==> src/rtl/proc_pkg.sv <==
// Shared datapath definitions: word widths,
// op encodings and slot state for the demux.
package proc_pkg;

  localparam int WIDTH = 16;
  localparam int CNT_W = 8;

  localparam logic [1:0] OP_CH1 = 2'b00;
  localparam logic [1:0] OP_CH2 = 2'b01;
  localparam logic [1:0] OP_CH3 = 2'b10;
  localparam logic [1:0] OP_CH4 = 2'b11;

  typedef enum logic {
    SLOT_EMPTY = 1'b0,
    SLOT_FULL  = 1'b1
  } slot_state_e;

  function automatic logic [3:0] op_onehot(
    input logic [1:0] op
  );
    logic [3:0] sel;
    sel = 4'b0000;
    unique case (op)
      OP_CH1: sel = 4'b0001;
      OP_CH2: sel = 4'b0010;
      OP_CH3: sel = 4'b0100;
      OP_CH4: sel = 4'b1000;
    endcase
    return sel;
  endfunction

endpackage

==> src/rtl/demux_slot.sv <==
// One output channel: holding register, valid
// flag and wrapping delivery counter.
module demux_slot
  import proc_pkg::*;
#(
  parameter int W  = WIDTH,
  parameter int CW = CNT_W
) (
  input  logic          clk_i,
  input  logic          rst_i,
  input  logic          load_i,
  input  logic [W-1:0]  data_i,
  input  logic          ready_i,
  output logic [W-1:0]  data_o,
  output logic          valid_o,
  output logic [CW-1:0] cnt_o,
  output logic          free_o
);

  slot_state_e   state_q, state_d;
  logic [W-1:0]  data_q, data_d;
  logic [CW-1:0] cnt_q, cnt_d;
  logic          drain;

  assign drain  = (state_q == SLOT_FULL) & ready_i;
  assign free_o = (state_q == SLOT_EMPTY) | ready_i;

  // Next state: refill wins over drain, data
  // register keeps its last word when emptied.
  always_comb begin
    state_d = state_q;
    data_d  = data_q;
    cnt_d   = cnt_q;
    if (load_i) begin
      state_d = SLOT_FULL;
      data_d  = data_i;
    end else if (drain) begin
      state_d = SLOT_EMPTY;
    end
    if (drain) begin
      cnt_d = cnt_q + CW'(1);
    end
  end

  // Slot registers, cleared by synchronous reset.
  always_ff @(posedge clk_i) begin
    if (rst_i) begin
      state_q <= SLOT_EMPTY;
      data_q  <= '0;
      cnt_q   <= '0;
    end else begin
      state_q <= state_d;
      data_q  <= data_d;
      cnt_q   <= cnt_d;
    end
  end

  assign data_o  = data_q;
  assign valid_o = (state_q == SLOT_FULL);
  assign cnt_o   = cnt_q;

endmodule

==> src/rtl/demux4.sv <==
// 1-to-4 registered word distributor: op picks
// the channel, each channel has its own slot.
module demux4
  import proc_pkg::*;
#(
  parameter int WIDTH = proc_pkg::WIDTH,
  parameter int CNT_W = proc_pkg::CNT_W
) (
  input  logic             clock,
  input  logic             reset,
  input  logic [WIDTH-1:0] in_data,
  input  logic             in_valid,
  input  logic [1:0]       op,
  output logic             in_ready,
  output logic [WIDTH-1:0] out1,
  output logic [WIDTH-1:0] out2,
  output logic [WIDTH-1:0] out3,
  output logic [WIDTH-1:0] out4,
  output logic [3:0]       out_valid,
  input  logic [3:0]       out_ready,
  output logic [CNT_W-1:0] cnt1,
  output logic [CNT_W-1:0] cnt2,
  output logic [CNT_W-1:0] cnt3,
  output logic [CNT_W-1:0] cnt4
);

  logic [3:0]       sel;
  logic [3:0]       free;
  logic [3:0]       load;
  logic [WIDTH-1:0] data [4];
  logic [CNT_W-1:0] cnt  [4];

  assign sel      = op_onehot(op);
  assign in_ready = |(sel & free) & ~reset;
  assign load     = sel & {4{in_valid & in_ready}};

  for (genvar k = 0; k < 4; k++) begin : g_slot
    demux_slot #(
      .W  (WIDTH),
      .CW (CNT_W)
    ) u_slot (
      .clk_i   (clock),
      .rst_i   (reset),
      .load_i  (load[k]),
      .data_i  (in_data),
      .ready_i (out_ready[k]),
      .data_o  (data[k]),
      .valid_o (out_valid[k]),
      .cnt_o   (cnt[k]),
      .free_o  (free[k])
    );
  end

  assign out1 = data[0];
  assign out2 = data[1];
  assign out3 = data[2];
  assign out4 = data[3];
  assign cnt1 = cnt[0];
  assign cnt2 = cnt[1];
  assign cnt3 = cnt[2];
  assign cnt4 = cnt[3];

endmodule

==> config.mk <==
export PLATFORM = sky130hd
export DESIGN_NAME = demux4
export DESIGN_NICKNAME = d
export VERILOG_FILES = /design/src/rtl/proc_pkg.sv /design/src/rtl/demux_slot.sv /design/src/rtl/demux4.sv
export SDC_FILE = /design/constraint.sdc
export NUM_CORES = 1
export LEC_CHECK = 0
export BUFFER_PORTS_ARGS = -buffer_cell sky130_fd_sc_hd__clkbuf_2
export CORE_UTILIZATION = 50
export CTS_CLUSTER_DIAMETER = 200
export DETAILED_ROUTE_END_ITERATION = 7
export MAX_ROUTING_LAYER = met4
export PLACE_DENSITY = 0.79
export SETUP_SLACK_MARGIN = 0.05
export SLEW_MARGIN = 20
export SYNTH_ARGS = -nofsm -noshare
export SYNTH_HDL_FRONTEND = slang
export SYNTH_HIERARCHICAL = 1
export SYNTH_SLANG_ARGS = --single-unit
==> constraint.sdc <==
create_clock -name clock -period 1.99 [get_ports clock]
set_input_delay 0.2985 -clock clock [delete_from_list [all_inputs] [get_ports clock]]
set_output_delay 0.2985 -clock clock [all_outputs]
set_load 0.01 [all_outputs]
== Word-level counts from Yosys, hierarchy flattened ==
Cells that the tools add are included.
Widths: inputs -> output; s select.

* Register bits after elaboration: 100
* Input port bits: 25
* Output and inout bits: 101
* Logic and storage cells: 51

* Add/sub/neg operators: 4
* Eq/ne operators: 3
* Multiplexer cells: 9
* Bitwise operators: 17
* Reductions and logical operators: 6

{| class="wikitable"
|+ Operators by type and width
! operator !! number
|-
| $add 8x1->8 const B || 4
|-
| $pmux 4 s4 || 1
|-
| $and 4x4->4 || 2
|-
| $mux 1 || 8
|-
| $reduce_bool 2->1 || 4
|-
| $and 1x1->1 || 6
|-
| $not 1->1 || 5
|-
| $eq 2x2->1 const B || 2
|-
| $or 1x1->1 || 4
|-
| $reduce_or 4->1 || 1
|-
| $eq 2x1->1 const B || 1
|-
| $logic_not 2->1 || 1
|}

== Depth between registers and ports, before layout ==
* Depth in word-level cells: 8
* Depth in mapped cells: 7
* Depth with buffers taken out: 5

== Modules after synthesis ==
The synthesis kept the hierarchy.

{| class="wikitable"
|+ By module, submodules not included
! module !! times used !! cells an instance !! area an instance (µm²) !! seq. area each (µm²)
|-
| demux_slot || 4 || 97 || 945.9 || 500.5
|-
| demux4 || 1 || 10 || 87.6 || 0.0
|}

== Least setup slack after synthesis ==
OpenSTA, ideal clock, no wires.

* Path kind: input to register
* From: in op[0]
* To: reg g_slot[0].u_slot.data_q[10]
* Library setup time: 128 ps
* Arrival time: 1602 ps
* Data required time: 1862 ps
* Setup slack: 260 ps
* Stages: 6
* Buffers on the path: 2
* Cells stage by stage: or3b_1 > nor3b_2 > buf_2 > buf_2 > mux2i_1 > nor2_1

* Longest elaborated chain between the ends: 7
* Elaborated cells on any way between the ends: 10
* Those cells by class: 3 x eq/ne; 1 x mux; 4 x bitwise; 2 x reduce/logical

{| class="wikitable"
|+ Ends and longest elaborated chain
! element !! line !! source
|-
| start, declared || demux4.sv:13 || <nowiki>input logic [1:0] op,</nowiki>
|-
| $eq 2x2->1 (tied with other cells) || proc_pkg.sv:23 || <nowiki>unique case (op)</nowiki>
|-
| $pmux 4 s4 (*) || proc_pkg.sv:23 ||
|-
| $and 4x4->4 || demux4.sv:34 || <nowiki>assign in_ready = |(sel & free) & ~reset;</nowiki>
|-
| $reduce_or 4->1 || demux4.sv:34 ||
|-
| $and 1x1->1 || demux4.sv:34 ||
|-
| $and 1x1->1 || demux4.sv:35 || <nowiki>assign load = sel & {4{in_valid & in_ready}};</nowiki>
|-
| $and 4x4->4 (*) || demux4.sv:35 ||
|-
| via load[0] || demux4.sv:29 || <nowiki>logic [3:0] load;</nowiki>
|-
| end signal, assigned || demux_slot.sv:53 || <nowiki>data_q <= data_d;</nowiki>
|-
| end, declared || demux_slot.sv:21 || <nowiki>logic [W-1:0] data_q, data_d;</nowiki>
|}

Mark *: on every way through the listed nets, which the timed path passes. The rest lies on a longest branch.
A chain may end at the register's enable or synchronous reset.

== Worst setup path after layout ==
* From: reg g_slot[1].u_slot.state_q
* To: out in_ready

* Longest elaborated chain between the ends: 5

{| class="wikitable"
|+ Ends and longest elaborated chain
! element !! line !! source
|-
| start, declared || demux_slot.sv:20 || <nowiki>slot_state_e state_q, state_d;</nowiki>
|-
| start signal, assigned || demux_slot.sv:52 || <nowiki>state_q <= state_d;</nowiki>
|-
| $not 1->1 || demux_slot.sv:26 || <nowiki>assign free_o = (state_q == SLOT_EMPTY) | ready_i;</nowiki>
|-
| $or 1x1->1 || demux_slot.sv:26 ||
|-
| via free[1] || demux4.sv:28 || <nowiki>logic [3:0] free;</nowiki>
|-
| $and 4x4->4 || demux4.sv:34 ||
|-
| $reduce_or 4->1 || demux4.sv:34 ||
|-
| $and 1x1->1 || demux4.sv:34 ||
|-
| end, declared || demux4.sv:14 || <nowiki>output logic in_ready,</nowiki>
|}

The timed path passes the listed nets, and every way through them passes these cells.

==> flow_summary.ini <==
[cts]
cts_tree = yes
clkSinkCount = 100
cts_buffers = 9
clock_path_buffers = 2
path_clk_slew_ns = 0.10
root_buffer = clkbuf_8
clock_latency_ns = 0.36
htree_levels = 3
ctsHoldBuffers = 0

[yosys]
synth_seq_cells = 100
ys.flop_type = dfxtp_1
synth.avg_cell_area_um2 = 9.73
synth.cell_area_um2 = 3870
yosys.area.top_type = dfxtp_1
ys_warn_count = 6
synth_edf_count = 0
syn_nets = 427
postSynthCellCount = 398
ys_types = 23
netlist_top_cells_area = dfxtp_1 (52%), mux2i_1 (17%), nor2_1 (7.2%)
ys_seq_area_share_pct = 51.7
synth-async-reset-ratio_pct = 0
yosysTopAreaCellShare_pct = 51.7

[sta]
clock_skew_ns = 0.0147
maxSlewHeadroom_pct = 53.6
slew_viol_final = 0
finalHoldViolCount = 0
clock.fmax_mhz = 536
min_period_ns = 1.87
max_slew.worst_pin.slew_ns = 0.696
finalCritPeriodShare_pct = 93.8
worst_slack_ns = 0.124
rsz0062_at_grt = false
tns_ns = 0
setup_viol = 0

[finish]
fillers = 626
finish.instance_area_um2 = 4890
stdcell_count = 629
area_growth_pct = 26.4
drive_gt1_share_pct = 31.5
n_antenna_cell = 0
fin_nets = 555

[drt]
drtPass1Iterations = 5
initialDrtViolationCount = 103
drt-total-wl_mm = 8.85
vias_per_cell = 5.25
ant_nets = 0
via_count = 3301
drc_errors = 0
post_drt_wl_per_cell_um = 14.1

[pwr]
peakVddDrop_mv = 0.473
power.leakage_nw = 1.97
p_clk_share_pct = 37.7
p_comb_share_pct = 6.4
seqPwrFrac_pct = 55.9
internal_power_mw = 2.82
power.density_nw_per_um2 = 748
swShare_pct = 22.8
netSwitchingPower_uw = 834

[worst_setup_path]
reg2reg_from = g_slot[2].u_slot/cnt_o[0]
r2r-end = g_slot[2].u_slot/cnt_o[6]
cp-start-kind = register
worstPathRequired_ns = 1.69
cp.arrival_ns = 1.57
endpoint = in_ready
cp_max_fo = 7
r2r_cells = 4
end_kind = output pin
r2r_setup_slack_ns = 0.54
critPathKind = register to output pin
crit_start = g_slot[1].u_slot/valid_o

[floorplan]
core_um2 = 7370
io_pins = 126
die_w_um = 90.0
die_y_um = 90.0
die_area_um2 = 8100
start_util_pct = 52.5
core.rowCount = 31

[placement]
place_ws_ns = 0.233
place_area_um2 = 4640
dpl.hpwl_mm = 6.47
dp_cells = 612
place.gp.congestion = 0.885
port_buffers = 125

[grt]
grt_first_pass_wirelength_mm = 14.3
grt_max_degree = 70
grt_pass1_vias = 3095
grt-ovfl-total = 0
grtUsageTotal_pct = 22.3
antenna_found_initial = 0

[worst_hold_path]
hp-class = input port to register

[job]
maxCapViolCount = 0

[outcome]
status = completed
[layout make-up]
cell class | instances | area, µm² | share of cell area [%]
clock inverters | 6 | 88.8 | 1.82
clock buffers | 9 | 124 | 2.53
flip-flops and latches | 100 | 2020 | 41.2
well taps | 99 | 124 | 2.53
multi-input cells | 270 | 1780 | 36.3
repair buffers | 137 | 731 | 14.9
inverters | 8 | 30.0 | 0.614
[registers in the layout (all words and copies together) (netlist names)]
register,count
g_slot.u_slot/cnt_o,32
g_slot.u_slot/data_o,64
g_slot.u_slot/valid_o,4
[placed cells by master (no fill, tap or decap), drive strengths merged]
master	instances
o21ai	8
dfxtp	100
nor2	74
mux2i	64
inv	9
nand2	18
bufinv	2
nor3b	2
or3	8
ha	4
xor2	8
a21oi	28
nand2b	4
or4	12
buf	13
mux4	1
or3b	1
clkinv	1
nand3	24
clkinvlp	2
nor2b	1
clkbuf	133
nand3b	1
o31ai	12
[critical path, cell delays in order, from the launching register on]
cell	delay [ns]
dfxtp_4	0.39
nand2b_1	0.09
mux4_2	0.45
nor2b_4	0.13
clkbuf_2	0.16
[power groups by stage]
stage | sequential [mW] | combinational [mW] | clock (mW)
floorplan | 2.11 | 0.105 | 0
global placement | 2.10 | 0.226 | 0
detailed placement | 2.10 | 0.231 | 0
CTS | 2.05 | 0.233 | 1.40
global route | 2.05 | 0.254 | 1.48
finish | 2.05 | 0.233 | 1.38
[worst min path at each step]
stage / start / endpoint / slack [ns] / cells after the start
global placement: g_slot[0].u_slot/cnt_o[7] / g_slot[0].u_slot/cnt_o[7] / 0.46 / 2
CTS: out_ready[3] / g_slot[3].u_slot/cnt_o[1] / 0.24 / 3
detailed placement: g_slot[1].u_slot/cnt_o[7] / g_slot[1].u_slot/cnt_o[7] / 0.47 / 2
floorplan: in_data[15] / g_slot[0].u_slot/data_o[15] / 0.45 / 2
finish: in_data[15] / g_slot[3].u_slot/data_o[15] / 0.24 / 3
global route: in_data[2] / g_slot[0].u_slot/data_o[2] / 0.25 / 3
[cell families after synthesis]
family	Yosys count	synth area share (%)
and+or+nand+nor	145	18.1
DFF	100	51.7
muxes	65	17.1
AOI/OAI and AO/OA	48	6.98
buffers and inverters	28	2.97
xor gates and xnor gates	8	1.81
adders and majority gates	4	1.29
[metal layers]
layer | track usage (%) | vias up | share of wire (%)
met5 | - | - | 0
met4 | 8.60 | 0 | 2.1
met3 | 3.47 | 15 | 4.6
met2 | 35.3 | 92 | 48
met1 | 28.7 | 1558 | 46
li1 | - | 1636 | -
[what timing repair did]
item | CTS | global route
setup buffers | 0 | 2
setup endpoints to repair | 1 | 1
resized for setup | 6 | 3
[synthesized netlist by cell type, drive strengths merged (2+ instances only)]
cell type,n
dfxtp,100
nor2,74
mux2i,64
a21oi,28
nand3,24
nand2,18
clkbuf,12
o31ai,12
or4,12
buf,8
inv,8
o21ai,8
or3,8
xor2,8
ha,4
nand2b,4
nor3b,2
[metrics by stage]
step                hold slack, ns  total power [mW]  util (%)
floorplan                    0.446              2.21         -
global placement             0.461              2.32      63.0
detailed placement           0.473              2.33      63.0
CTS                          0.237              3.69      66.1
global route                 0.254              3.78      66.4
finish                       0.242              3.66      66.4
Note: power is estimated with default switching activity, not from simulation.
